`config.mk`:
```
export PLATFORM = sky130hd
export DESIGN_NAME = shift_sequencer
export DESIGN_NICKNAME = d
export VERILOG_FILES = /design/src/rtl/shift_sequencer.sv
export SDC_FILE = /design/constraint.sdc
export NUM_CORES = 1
export LEC_CHECK = 0
export ABC_CLOCK_PERIOD_IN_PS = 2370
export CAP_MARGIN = 25
export CORE_MARGIN = 5
export CORE_UTILIZATION = 45
export DETAILED_ROUTE_END_ITERATION = 16
export DONT_BUFFER_PORTS = 1
export PLACE_DENSITY = 0.64
export SLEW_MARGIN = 10
export SYNTH_ARGS = -nofsm -noshare
export SYNTH_HDL_FRONTEND = slang
export SYNTH_SLANG_ARGS = --single-unit
```
`constraint.sdc`:
```
create_clock -name clk -period 2.37 [get_ports clk]
set_input_delay 0.474 -clock clk [delete_from_list [all_inputs] [get_ports clk]]
set_output_delay 0.474 -clock clk [all_outputs]
set_load 0.02 [all_outputs]
```
`src/rtl/shift_sequencer.sv`:
```
// Multi-cycle shift sequencer: accepts one request, applies a single-position
// shift once per clock until the requested amount is reached, then holds the result.
module shift_sequencer #(
  parameter int WIDTH = 32,
  parameter int AMT_W = 5
) (
  input  logic             clk,
  input  logic             rst,
  input  logic             in_valid,
  output logic             in_ready,
  input  logic [WIDTH-1:0] b,
  input  logic [AMT_W-1:0] amt,
  input  logic             A,
  input  logic             R,
  input  logic             L,
  input  logic             drxn,
  output logic             out_valid,
  input  logic             out_ready,
  output logic [WIDTH-1:0] B,
  output logic             err,
  output logic             busy
);

  typedef enum logic [1:0] {
    IDLE  = 2'd0,
    SHIFT = 2'd1,
    DONE  = 2'd2
  } state_t;

  typedef enum logic [1:0] {
    MODE_LOG = 2'd0,
    MODE_ARI = 2'd1,
    MODE_ROT = 2'd2
  } mode_t;

  state_t           state_r;
  mode_t            mode_r;
  logic [WIDTH-1:0] data_r;
  logic [AMT_W-1:0] cnt_r;
  logic             drxn_r;
  logic             err_r;
  logic             out_valid_r;
  logic             busy_r;
  logic             bad_mode_s;
  mode_t            mode_s;

  function automatic logic onehot3(input logic [2:0] v);
    logic oh;
    case (v)
      3'b100:  oh = 1'b1;
      3'b010:  oh = 1'b1;
      3'b001:  oh = 1'b1;
      default: oh = 1'b0;
    endcase
    return oh;
  endfunction

  // A bad mode never shifts, so its encoding only has to be some legal value.
  function automatic mode_t encode_mode(input logic a_i, input logic r_i);
    mode_t m;
    if (a_i) begin
      m = MODE_ARI;
    end else if (r_i) begin
      m = MODE_ROT;
    end else begin
      m = MODE_LOG;
    end
    return m;
  endfunction

  function automatic logic [WIDTH-1:0] shift1(input logic [WIDTH-1:0] d,
                                              input mode_t m,
                                              input logic right);
    logic [WIDTH-1:0] r;
    case (m)
      MODE_LOG: r = right ? {1'b0, d[WIDTH-1:1]}       : {d[WIDTH-2:0], 1'b0};
      MODE_ARI: r = right ? {d[WIDTH-1], d[WIDTH-1:1]} : {d[WIDTH-2:0], 1'b0};
      MODE_ROT: r = right ? {d[0], d[WIDTH-1:1]}       : {d[WIDTH-2:0], d[WIDTH-1]};
      default:  r = d;
    endcase
    return r;
  endfunction

  // Request decode, sampled only at the accepting edge.
  always_comb begin
    bad_mode_s = ~onehot3({A, R, L});
    mode_s     = encode_mode(A, R);
  end

  // Sequencer state, datapath and registered status outputs.
  always_ff @(posedge clk) begin
    if (rst) begin
      state_r     <= IDLE;
      mode_r      <= MODE_LOG;
      data_r      <= '0;
      cnt_r       <= '0;
      drxn_r      <= 1'b0;
      err_r       <= 1'b0;
      out_valid_r <= 1'b0;
      busy_r      <= 1'b0;
    end else begin
      case (state_r)
        IDLE: begin
          if (in_valid) begin
            data_r <= b;
            cnt_r  <= amt;
            mode_r <= mode_s;
            drxn_r <= drxn;
            err_r  <= bad_mode_s;
            busy_r <= 1'b1;
            if (bad_mode_s || (amt == '0)) begin
              state_r     <= DONE;
              out_valid_r <= 1'b1;
            end else begin
              state_r     <= SHIFT;
              out_valid_r <= 1'b0;
            end
          end else begin
            busy_r      <= 1'b0;
            out_valid_r <= 1'b0;
          end
        end
        SHIFT: begin
          data_r <= shift1(data_r, mode_r, drxn_r);
          cnt_r  <= cnt_r - AMT_W'(1);
          busy_r <= 1'b1;
          if (cnt_r == AMT_W'(1)) begin
            state_r     <= DONE;
            out_valid_r <= 1'b1;
          end else begin
            out_valid_r <= 1'b0;
          end
        end
        DONE: begin
          if (out_ready) begin
            state_r     <= IDLE;
            out_valid_r <= 1'b0;
            busy_r      <= 1'b0;
          end else begin
            out_valid_r <= 1'b1;
            busy_r      <= 1'b1;
          end
        end
        default: begin
          state_r     <= IDLE;
          out_valid_r <= 1'b0;
          busy_r      <= 1'b0;
        end
      endcase
    end
  end

  assign in_ready  = (state_r == IDLE) & ~rst;
  assign out_valid = out_valid_r;
  assign busy      = busy_r;
  assign B         = data_r;
  assign err       = err_r;

endmodule

```
==> run_results.csv, run 1 <==
group,metric,value,unit
min_path,holdPathEnd,"cnt_r[3]",
route,drt-wirelength-per-cell,16.66,µm
clocking,ctsHoldBuffers,0,
die,chipWidth,84.27,µm
min_path,holdCritPathClass,"primary input to register",
sta,setup_slack,416.1,ps
grt,grt_pass1_vias,2068,
route,drc,0,
sta,hold_viol_final,0,
worst_setup_path,r2r_setup_slack,420,ps
die,initial_core_util,45.64,%
clocking,cts_num_sinks,45,
die,dieHeight,84.27,µm
clocking,cts_resized,0,
worst_setup_path,path_buf_inv,2,
power,p_seq_share,51.0,%
route,viasPerCell,5.744,
clocking,tritoncts.num_buffers,5,
route,first_pass_iters,4,
power,p_clk_share,28.0,%
logic_synthesis,syn_nets,362,
min_path,hp-start,"rst",
power,combPwrFrac,21.0,%
finish,fin_area,2636,µm²
logic_synthesis,ys_top_cells_by_count,"71 x nand2_1, 45 x dfxtp_1, 42 x a21oi_1",
worst_setup_path,reg2reg_depth,7,
finish,n_antenna_cell,0,
worst_setup_path,cp.required,2600,ps
logic_synthesis,yosysMostFrequentCell,"nand2_1",
clocking,h-tree-depth,2,
logic_synthesis,synth.ff_latch_count,45,
clocking,cts_root_buf,"clkbuf_8",
worst_setup_path,crit_type,"register to register",
worst_setup_path,critPathMaxStageDelay,560,ps
sta,setup_viol,0,
route,vias,2154,
clocking,clock_tree.buffer_depth,2,
logic_synthesis,synth_top_area_share,36.29,%
finish,layout.nets,353,
run_status,run_status,"complete, no violations",
worst_setup_path,r2r_start,"mode_r[1]",
worst_setup_path,cp-end-kind,"register",
die,io_pins,81,
power,power.switching,0.0006892,W
clocking,cts_tree,"built",
sta,rsz0062_at_grt,"false",
sta,slew_violations,0,
placed_design,post-dp-hpwl,4259,µm
logic_synthesis,ys_seq_area_share,36.29,%
worst_setup_path,cpMaxStageDelayCell,"nor2_2",
die,rows,27,
grt,grt_max_degree,48,
clocking,clkTransAtPathRegs,80,ps
placed_design,post_dp_cell_area,2532,µm²
power,power_leakage,0.8572,nW
worst_setup_path,crit_arrival,2180,ps
logic_synthesis,yosysWarnings,0,
logic_synthesis,yosysTopAreaCell,"dfxtp_1",
route,wl,6247,µm
logic_synthesis,synth_edf_count,0,
clocking,post_cts.repair.setup_buffers,0,
power,vdd_drop_max,0.3104,mV
logic_synthesis,ys_types,39,
logic_synthesis,avgSynthCellArea,7.956,µm²
logic_synthesis,netlist_instances,312,
route,drt_first_iter_violations,138,
power,p_int,0.001335,W
route,drtAntennaViolNets,0,
logic_synthesis,yosys-top-cells-area,"dfxtp_1 36%, mux2i_1 12%, nand2_1 11%",
worst_setup_path,critical_path.top_delay_family,"simple AND/OR/NAND/NOR gates",
sta,worst_slew_pin_slew,727.4,ps
grt,grtUsageTotal,17.22,%
die,core,5439,µm²
placed_design,io_buffers,0,
worst_setup_path,timing.critical_path.cells,"inv_1 > ha_1 > nor4b_2 > nor2_2 > buf_4 > o211ai_1 > a21oi_1",
placed_design,gp_congestion,0.8524,
sta,fin_setup_tns,0,ps
grt,grt_pass1_wl,10180,µm
grt,gr-total-overflow,0,
power,switching_share,34.05,%
sta,slew_headroom,51.45,%
finish,area_growth,6.200,%
die,die_area,7101,µm²
min_path,hold_path_depth,1,
sta,fin_crit,1954,ps
logic_synthesis,synthesis.area,2482,µm²
sta,fin_skew,4.239,ps
finish,drive_above_1_share,8.251,%
sta,period_share,82.44,%
placed_design,post-place-ws,424.3,ps
worst_setup_path,startpoint_type,"register",
grt,antenna_found_initial,0,
sta,clock.fmax,0.5118,GHz
worst_setup_path,worstPathMaxFanout,18,
logic_synthesis,synthFlopType,"dfxtp_1",
job,maxCapViolCount,0,
power,power_density,767.8,nW/µm²
logic_synthesis,synth-async-reset-ratio,0,%
clocking,clock_latency,290,ps
worst_setup_path,r2r_end,"B[12]",
## worst max-delay path by stage
stage	startpoint	endpoint	slack, ps	depth (start not counted)
global placement	mode_r[0]	B[17]	490	7
floorplan	rst	in_ready	760	2
global route	mode_r[1]	B[7]	210	7
CTS	mode_r[1]	B[7]	400	7
detailed placement	mode_r[1]	B[12]	420	7
finish	mode_r[1]	B[12]	420	7
## power groups by stage
stage               sequential (W)  clock, W  combinational (W)
detailed placement         0.00105         0           0.000424
global route               0.00105  0.000608           0.000479
CTS                        0.00104  0.000581           0.000426
global placement           0.00105         0           0.000417
floorplan                  0.00101         0           0.000376
finish                     0.00103  0.000566           0.000425
## placed cells by master, fill, tap and decap left out, types with 4 or more instances in the layout
master	count
inv_1	7
nor3_1	6
dfxtp_1	44
nor2_1	11
mux2i_1	30
a21oi_1	42
nand3_1	4
buf_4	9
ha_1	5
o211ai_1	31
nand2_1	71
clkbuf_8	5
## cell families after synthesis
logic type | count (synthesis) | synth area share, %
adders and majority gates | 5 | 2.520
and+or+nand+nor | 108 | 19.30
muxes | 31 | 12.55
DFF | 45 | 36.29
xor gates and xnor gates | 1 | 0.3529
buffers and inverters | 33 | 5.998
AOI/OAI and AO/OA | 89 | 22.98
## routing by layer
| layer | part of all wire, % | track usage (%) | vias up |
|---|---|---|---|
| met5 | 0 | 0 | - |
| met4 | 2.3 | 7.602 | 0 |
| met3 | 7.1 | 5.005 | 11 |
| met2 | 45 | 26.97 | 61 |
| met1 | 46 | 21.92 | 1000 |
| li1 | - | - | 1082 |
## registers in the layout, indices dropped and copies added (netlist names)
| signal | flops |
|---|---|
| busy | 1 |
| mode_r | 2 |
| drxn_r | 1 |
| out_valid | 1 |
| B | 32 |
| err | 1 |
| cnt_r | 5 |
| state_r | 2 |
## metrics by stage
stage | hold slack, ps | utilization (%) | cells | power (W)
global placement | 457.4 | 46.56 | 368 | 0.001469
detailed placement | 464.9 | 46.56 | 368 | 0.001479
finish | 230.8 | 48.47 | 375 | 0.002024
global route | 214.8 | 48.47 | 375 | 0.002138
floorplan | 448.6 | - | 312 | 0.001386
CTS | 225.8 | 48.47 | 375 | 0.002044
## area by class of cell
class                   count  area [µm²]
well taps                  72       90.09
clock buffers               5       68.82
fillers                   549        2803
multi-input cells         234        1443
clock inverters             2       35.03
flip-flops and latches     45       902.1
repair buffers              9       67.56
inverters                   8       30.03
Power figures use the tool's default switching activity.
==> run 2, diff against run 1 <==
- ABC_AREA: unset -> 1
- ABC_CLOCK_PERIOD_IN_PS: 2370 -> 1900
- clock period: 2.37 -> 1.9 ns (I/O delays scaled with it)
==> run_results.csv, run 2 <==
group,metric,value,unit
min_path,holdCritPathClass,"primary input to register",
worst_setup_path,cp-end-kind,"register",
sta,slew_headroom,70.84,%
logic_synthesis,avgSynthCellArea,5.976,µm²
finish,n_antenna_cell,0,
worst_setup_path,r2r_setup_slack,310,ps
route,drt_first_iter_violations,137,
grt,antenna_found_initial,0,
worst_setup_path,timing.critical_path.cells,"inv_1 > ha_1 > nor2_1 > nand3_2 > nand2_4 > buf_12 > nand2_1 > nand2_1 > nor2_1",
die,die_area,7847,µm²
logic_synthesis,yosys-top-cells-area,"dfxtp_1 32%, nand2_1 16%, nor2_1 14%",
sta,fin_worst_hold_slack,145.5,ps
logic_synthesis,synthesis.area,2779,µm²
sta,hold_viol_final,0,
placed_design,post-dp-hpwl,4970,µm
finish,seq_area,900.9,µm²
finish,largest_reg_flops,32,
clocking,clkTransAtPathRegs,80,ps
sta,clock.fmax,0.6280,GHz
placed_design,gp_congestion,0.7843,
finish,multi_input_area,1520,µm²
logic_synthesis,ys_seq_area_share,32.42,%
worst_setup_path,startpoint_type,"register",
worst_setup_path,cpMaxStageDelayCell,"dfxtp_1",
die,initial_core_util,46.66,%
finish,area_growth,4.548,%
finish,final_common_cell,"nand2_1",
clocking,cts_tree,"built",
finish,fill_cells,634,
worst_setup_path,crit_type,"register to register",
sta,fin_skew,5.111,ps
clocking,ctsHoldBuffers,0,
die,dieHeight,88.59,µm
job,maxCapViolCount,0,
finish,layout_common_cells,"120 x nand2_1, 107 x nor2_1, 56 x o21ai_0",
logic_synthesis,yosysMostFrequentCell,"nand2_1",
route,first_pass_iters,4,
die,chipWidth,88.59,µm
grt,grt_max_degree,35,
worst_setup_path,worstPathMaxFanout,22,
power,power_density,1093,nW/µm²
sta,period_share,83.80,%
sta,worst_slew_pin_slew,435.8,ps
logic_synthesis,synth_edf_count,0,
logic_synthesis,synthFlopType,"dfxtp_1",
power,power_leakage,1.411,nW
clocking,clock_latency,300,ps
route,vias,2702,
clocking,clock_tree.buffer_depth,2,
worst_setup_path,crit_arrival,1790,ps
min_path,hold_path_depth,1,
logic_synthesis,synth-async-reset-ratio,0,%
clocking,cts_resized,0,
finish,drive_above_1_share,5.263,%
grt,grtUsageTotal,18.76,%
clocking,h-tree-depth,2,
sta,rsz0062_at_grt,"false",
die,core,5956,µm²
run_status,run_status,"complete, no violations",
route,wl,7127,µm
logic_synthesis,ys_types,29,
route,drt-wirelength-per-cell,13.42,µm
die,io_pins,81,
sta,slew_violations,0,
die,rows,28,
sta,setup_viol,0,
worst_setup_path,cp.required,2100,ps
placed_design,io_buffers,0,
route,viasPerCell,5.089,
route,drc,0,
logic_synthesis,syn_nets,515,
worst_setup_path,critPathMaxStageDelay,330,ps
clocking,cts_root_buf,"clkbuf_8",
logic_synthesis,yosysWarnings,0,
power,vdd_drop_max,0.4998,mV
worst_setup_path,reg2reg_depth,9,
clocking,tritoncts.num_buffers,5,
route,drtAntennaViolNets,0,
clocking,post_cts.repair.setup_buffers,0,
logic_synthesis,synth.ff_latch_count,45,
logic_synthesis,netlist_instances,465,
grt,grt_pass1_wl,11680,µm
grt,grt_pass1_vias,2546,
logic_synthesis,synth_top_area_share,32.42,%
sta,fin_setup_tns,0,ps
logic_synthesis,yosysTopAreaCell,"dfxtp_1",
clocking,cts_num_sinks,45,
sta,fin_crit,1592,ps
logic_synthesis,ys_top_cells_by_count,"120 x nand2_1, 107 x nor2_1, 56 x o21ai_0",
finish,layout.nets,506,
grt,gr-total-overflow,0,
## run 2: changes by cell type in the layout (fill, tap and decap cells not counted), moves of 4 or more
cell      previous run  this run
o21ai_1              1        10
inv_1                7        53
mux2i_1             30         0
nor2_1              11       107
nor3_1               6         0
nand3_1              4        13
o211ai_1            31         2
nand2_1             71       120
buf_4                9         5
o21ai_0              3        56
a21oi_1             42         9
## run 2: cell families after synthesis
family | Yosys count | synth area share [%]
buffers and inverters | 79 | 12.88
adders and majority gates | 5 | 2.251
DFF | 45 | 32.42
AOI/OAI and AO/OA | 80 | 14.77
and+or+nand+nor | 256 | 37.69
## run 2: area by class of cell
cell class	instances	share of cell area [%]
tap	75	3.230
multi-input combinational	341	52.33
timing repair buffer	8	3.359
inverter	55	7.106
sequential	45	31.01
clock buffer	7	2.972
## run 2: metrics by stage
stage          power [W]  cells  cell area, µm²  worst slack, ps  utilization [%]
5_1_grt         0.003451    531            2905            149.5            48.78
6_report        0.003175    531            2905            307.7            48.78
2_1_floorplan   0.002365    465            2779            593.5                -
3_5_place_dp    0.002599    524            2819            326.7            47.33
3_3_place_gp    0.002570    524            2819            376.4            47.33
4_1_cts         0.003212    531            2905            308.1            48.78
## run 2: final timing paths
| path | from | end |
|---|---|---|
| hold reg to reg | cnt_r[0] | cnt_r[0] |
| setup / recovery | mode_r[0] | B[4] |
| hold / removal | rst | cnt_r[0] |
| setup reg to reg | mode_r[0] | B[4] |
## run 2: per-layer routing
| metal | track usage, % | share of wire (%) | routed length [µm] |
|---|---|---|---|
| met1 | 23.05 | 43 | 3093 |
| met2 | 32.22 | 48 | 3395 |
| met3 | 6.145 | 8.3 | 594 |
| met4 | 3.709 | 0.60 | 43 |
| met5 | 0 | 0 | 0 |
## run 2: power by group
part	switching (W)	internal, W	total (W)
logic	0.000664	0.000387	0.00105
registers	0.000386	0.00113	0.00151
clock network	0.000320	0.000289	0.000609
## run 2: critical path: cells and delay by family (launching register included)
kind / cells / cell delay (ps)
flip-flops: 1 / 330
AND/OR/NAND/NOR: 6 / 660
adder cells (fa/ha/maj): 1 / 230
buffers and inverters: 2 / 260
==> run 3, diff against run 2 <==
- ABC_CLOCK_PERIOD_IN_PS: 1900 -> 1400
- PLACE_DENSITY: 0.64 -> 0.66
- clock period: 1.9 -> 1.4 ns (I/O delays scaled with it)
==> run_results.csv, run 3 (same netlist as run 2, synthesis figures left out) <==
group,metric,value,unit
placed_design,dp_cells,537,
worst_setup_path,worstPathMaxFanout,8,
finish,drive_above_1_share,17.44,%
die,rows,28,
worst_setup_path,cp.required,1600,ps
clocking,clkTransAtPathRegs,90,ps
power,power_leakage,1.585,nW
finish,fin_area,3332,µm²
sta,fin_crit,1352,ps
min_path,holdCritPathClass,"primary input to register",
worst_setup_path,timing.critical_path.cells,"inv_4 > ha_4 > nor2_4 > nand3_4 > nand2_8 > clkbuf_16 > nand2_1 > nand2_1 > nor2_1",
finish,layout.nets,525,
finish,multi_input_area,1654,µm²
finish,largest_reg_flops,32,
finish,seq_area,913.4,µm²
worst_setup_path,crit_type,"register to register",
route,first_pass_iters,4,
worst_setup_path,path_buf_inv,2,
placed_design,io_buffers,0,
grt,antenna_found_initial,0,
worst_setup_path,cp-end-kind,"register",
clocking,cts_root_buf,"clkbuf_8",
worst_setup_path,critPathMaxStageDelay,370,ps
grt,grt_pass1_vias,2572,
power,vdd_drop_max,0.6089,mV
sta,hold_viol_final,0,
power,power_density,1515,nW/µm²
grt,grtUsageTotal,20.09,%
run_status,run_status,"complete, no violations",
grt,grt_pass1_wl,12380,µm
finish,fin_util,55.95,%
clocking,h-tree-depth,2,
sta,rsz0062_at_grt,"true",
sta,worst_slew_pin_slew,361.9,ps
placed_design,gp_congestion,0.7762,
route,drtAntennaViolNets,0,
clocking,tritoncts.num_buffers,5,
clocking,clock_tree.buffer_depth,2,
route,viasPerCell,5.093,
route,wl,7642,µm
worst_setup_path,critical_path.top_delay_family,"simple AND/OR/NAND/NOR gates",
clocking,clock_latency,300,ps
job,maxCapViolCount,0,
die,chipWidth,88.59,µm
die,initial_core_util,46.66,%
finish,fin_cells,551,
die,core,5956,µm²
sta,slew_headroom,75.84,%
grt,gr-total-overflow,0,
worst_setup_path,cpMaxStageDelayCell,"dfxtp_2",
worst_setup_path,r2r_setup_slack,50,ps
route,drt-wirelength-per-cell,13.87,µm
route,vias,2806,
clocking,cts_num_sinks,45,
grt,grt_max_degree,36,
power,fin_total_pwr,0.005048,W
clocking,ctsHoldBuffers,0,
placed_design,post_dp_cell_area,2942,µm²
route,drt_first_iter_violations,160,
sta,clock.fmax,0.7395,GHz
finish,layout_common_cells,"105 x nor2_1, 96 x nand2_1, 52 x o21ai_0",
worst_setup_path,crit_top_cell,"nand2_1",
placed_design,post-dp-hpwl,4930,µm
sta,setup_viol,0,
die,die_area,7847,µm²
sta,period_share,96.59,%
sta,fin_skew,6.147,ps
die,dieHeight,88.59,µm
clocking,cts_tree,"built",
die,io_pins,81,
worst_setup_path,startpoint_type,"register",
worst_setup_path,crit_arrival,1560,ps
route,drc,0,
finish,final_common_cell,"nor2_1",
finish,area_growth,19.90,%
sta,slew_violations,0,
finish,n_antenna_cell,0,
finish,fill_cells,607,
## run 3: layer usage
layer | vias to the layer above | GRT usage (%) | routed length (µm)
met5 | - | 0 | 0
met2 | 77 | 31.68 | 3507
met3 | 6 | 5.773 | 547
met4 | 0 | 4.808 | 72
met1 | 1268 | 27.22 | 3515
li1 | 1455 | - | -
## run 3: area by class of cell
cell class | count | area share (%)
clock inverters | 2 | 1.127
multi-input cells | 341 | 49.64
inverters | 55 | 6.421
clock buffers | 6 | 2.478
well taps | 75 | 2.816
flip-flops and latches | 45 | 27.41
repair buffers | 27 | 10.10
## run 3: power breakdown
part	leakage, nW	switching (W)	internal [W]	total [W]
clock network	0.0574	0.000486	0.000581	0.00107
logic	1.15	0.00114	0.000834	0.00197
registers	0.376	0.000476	0.00154	0.00201
total	1.58	0.00210	0.00295	0.00505
## run 3: through the flow
step	worst slack [ps]	hold WS, ps	TNS [ps]
2_1_floorplan	93.46	443.6	0
3_3_place_gp	13.81	351.5	0
3_5_place_dp	-36.79	357.6	-762.6
4_1_cts	0.3758	25.05	0
5_1_grt	-39.09	17.81	-567.2
6_report	47.68	31.41	0
## run 3: what timing repair did
item	in CTS	in global routing
resized for setup	11	53
setup endpoints to repair	32	33
setup buffers	3	1
cloned	2	2
pin swaps	3	16
## run 3: path summary, 6_finish.rpt
check                           startpoint  cells past startpoint       end
worst max register to register   mode_r[0]                      9     B[15]
worst min register to register    cnt_r[0]                      2  cnt_r[0]
worst max-delay path             mode_r[0]                      9     B[15]
worst min-delay path                   rst                      1  cnt_r[0]
## run 3: worst register-to-register path, delay by kind of cell (launching register included)
kind / cells / cell delay, ps
adders and majority gates: 1 / 160
buffers and inverters: 2 / 230
DFF: 1 / 370
and+or+nand+nor: 6 / 510
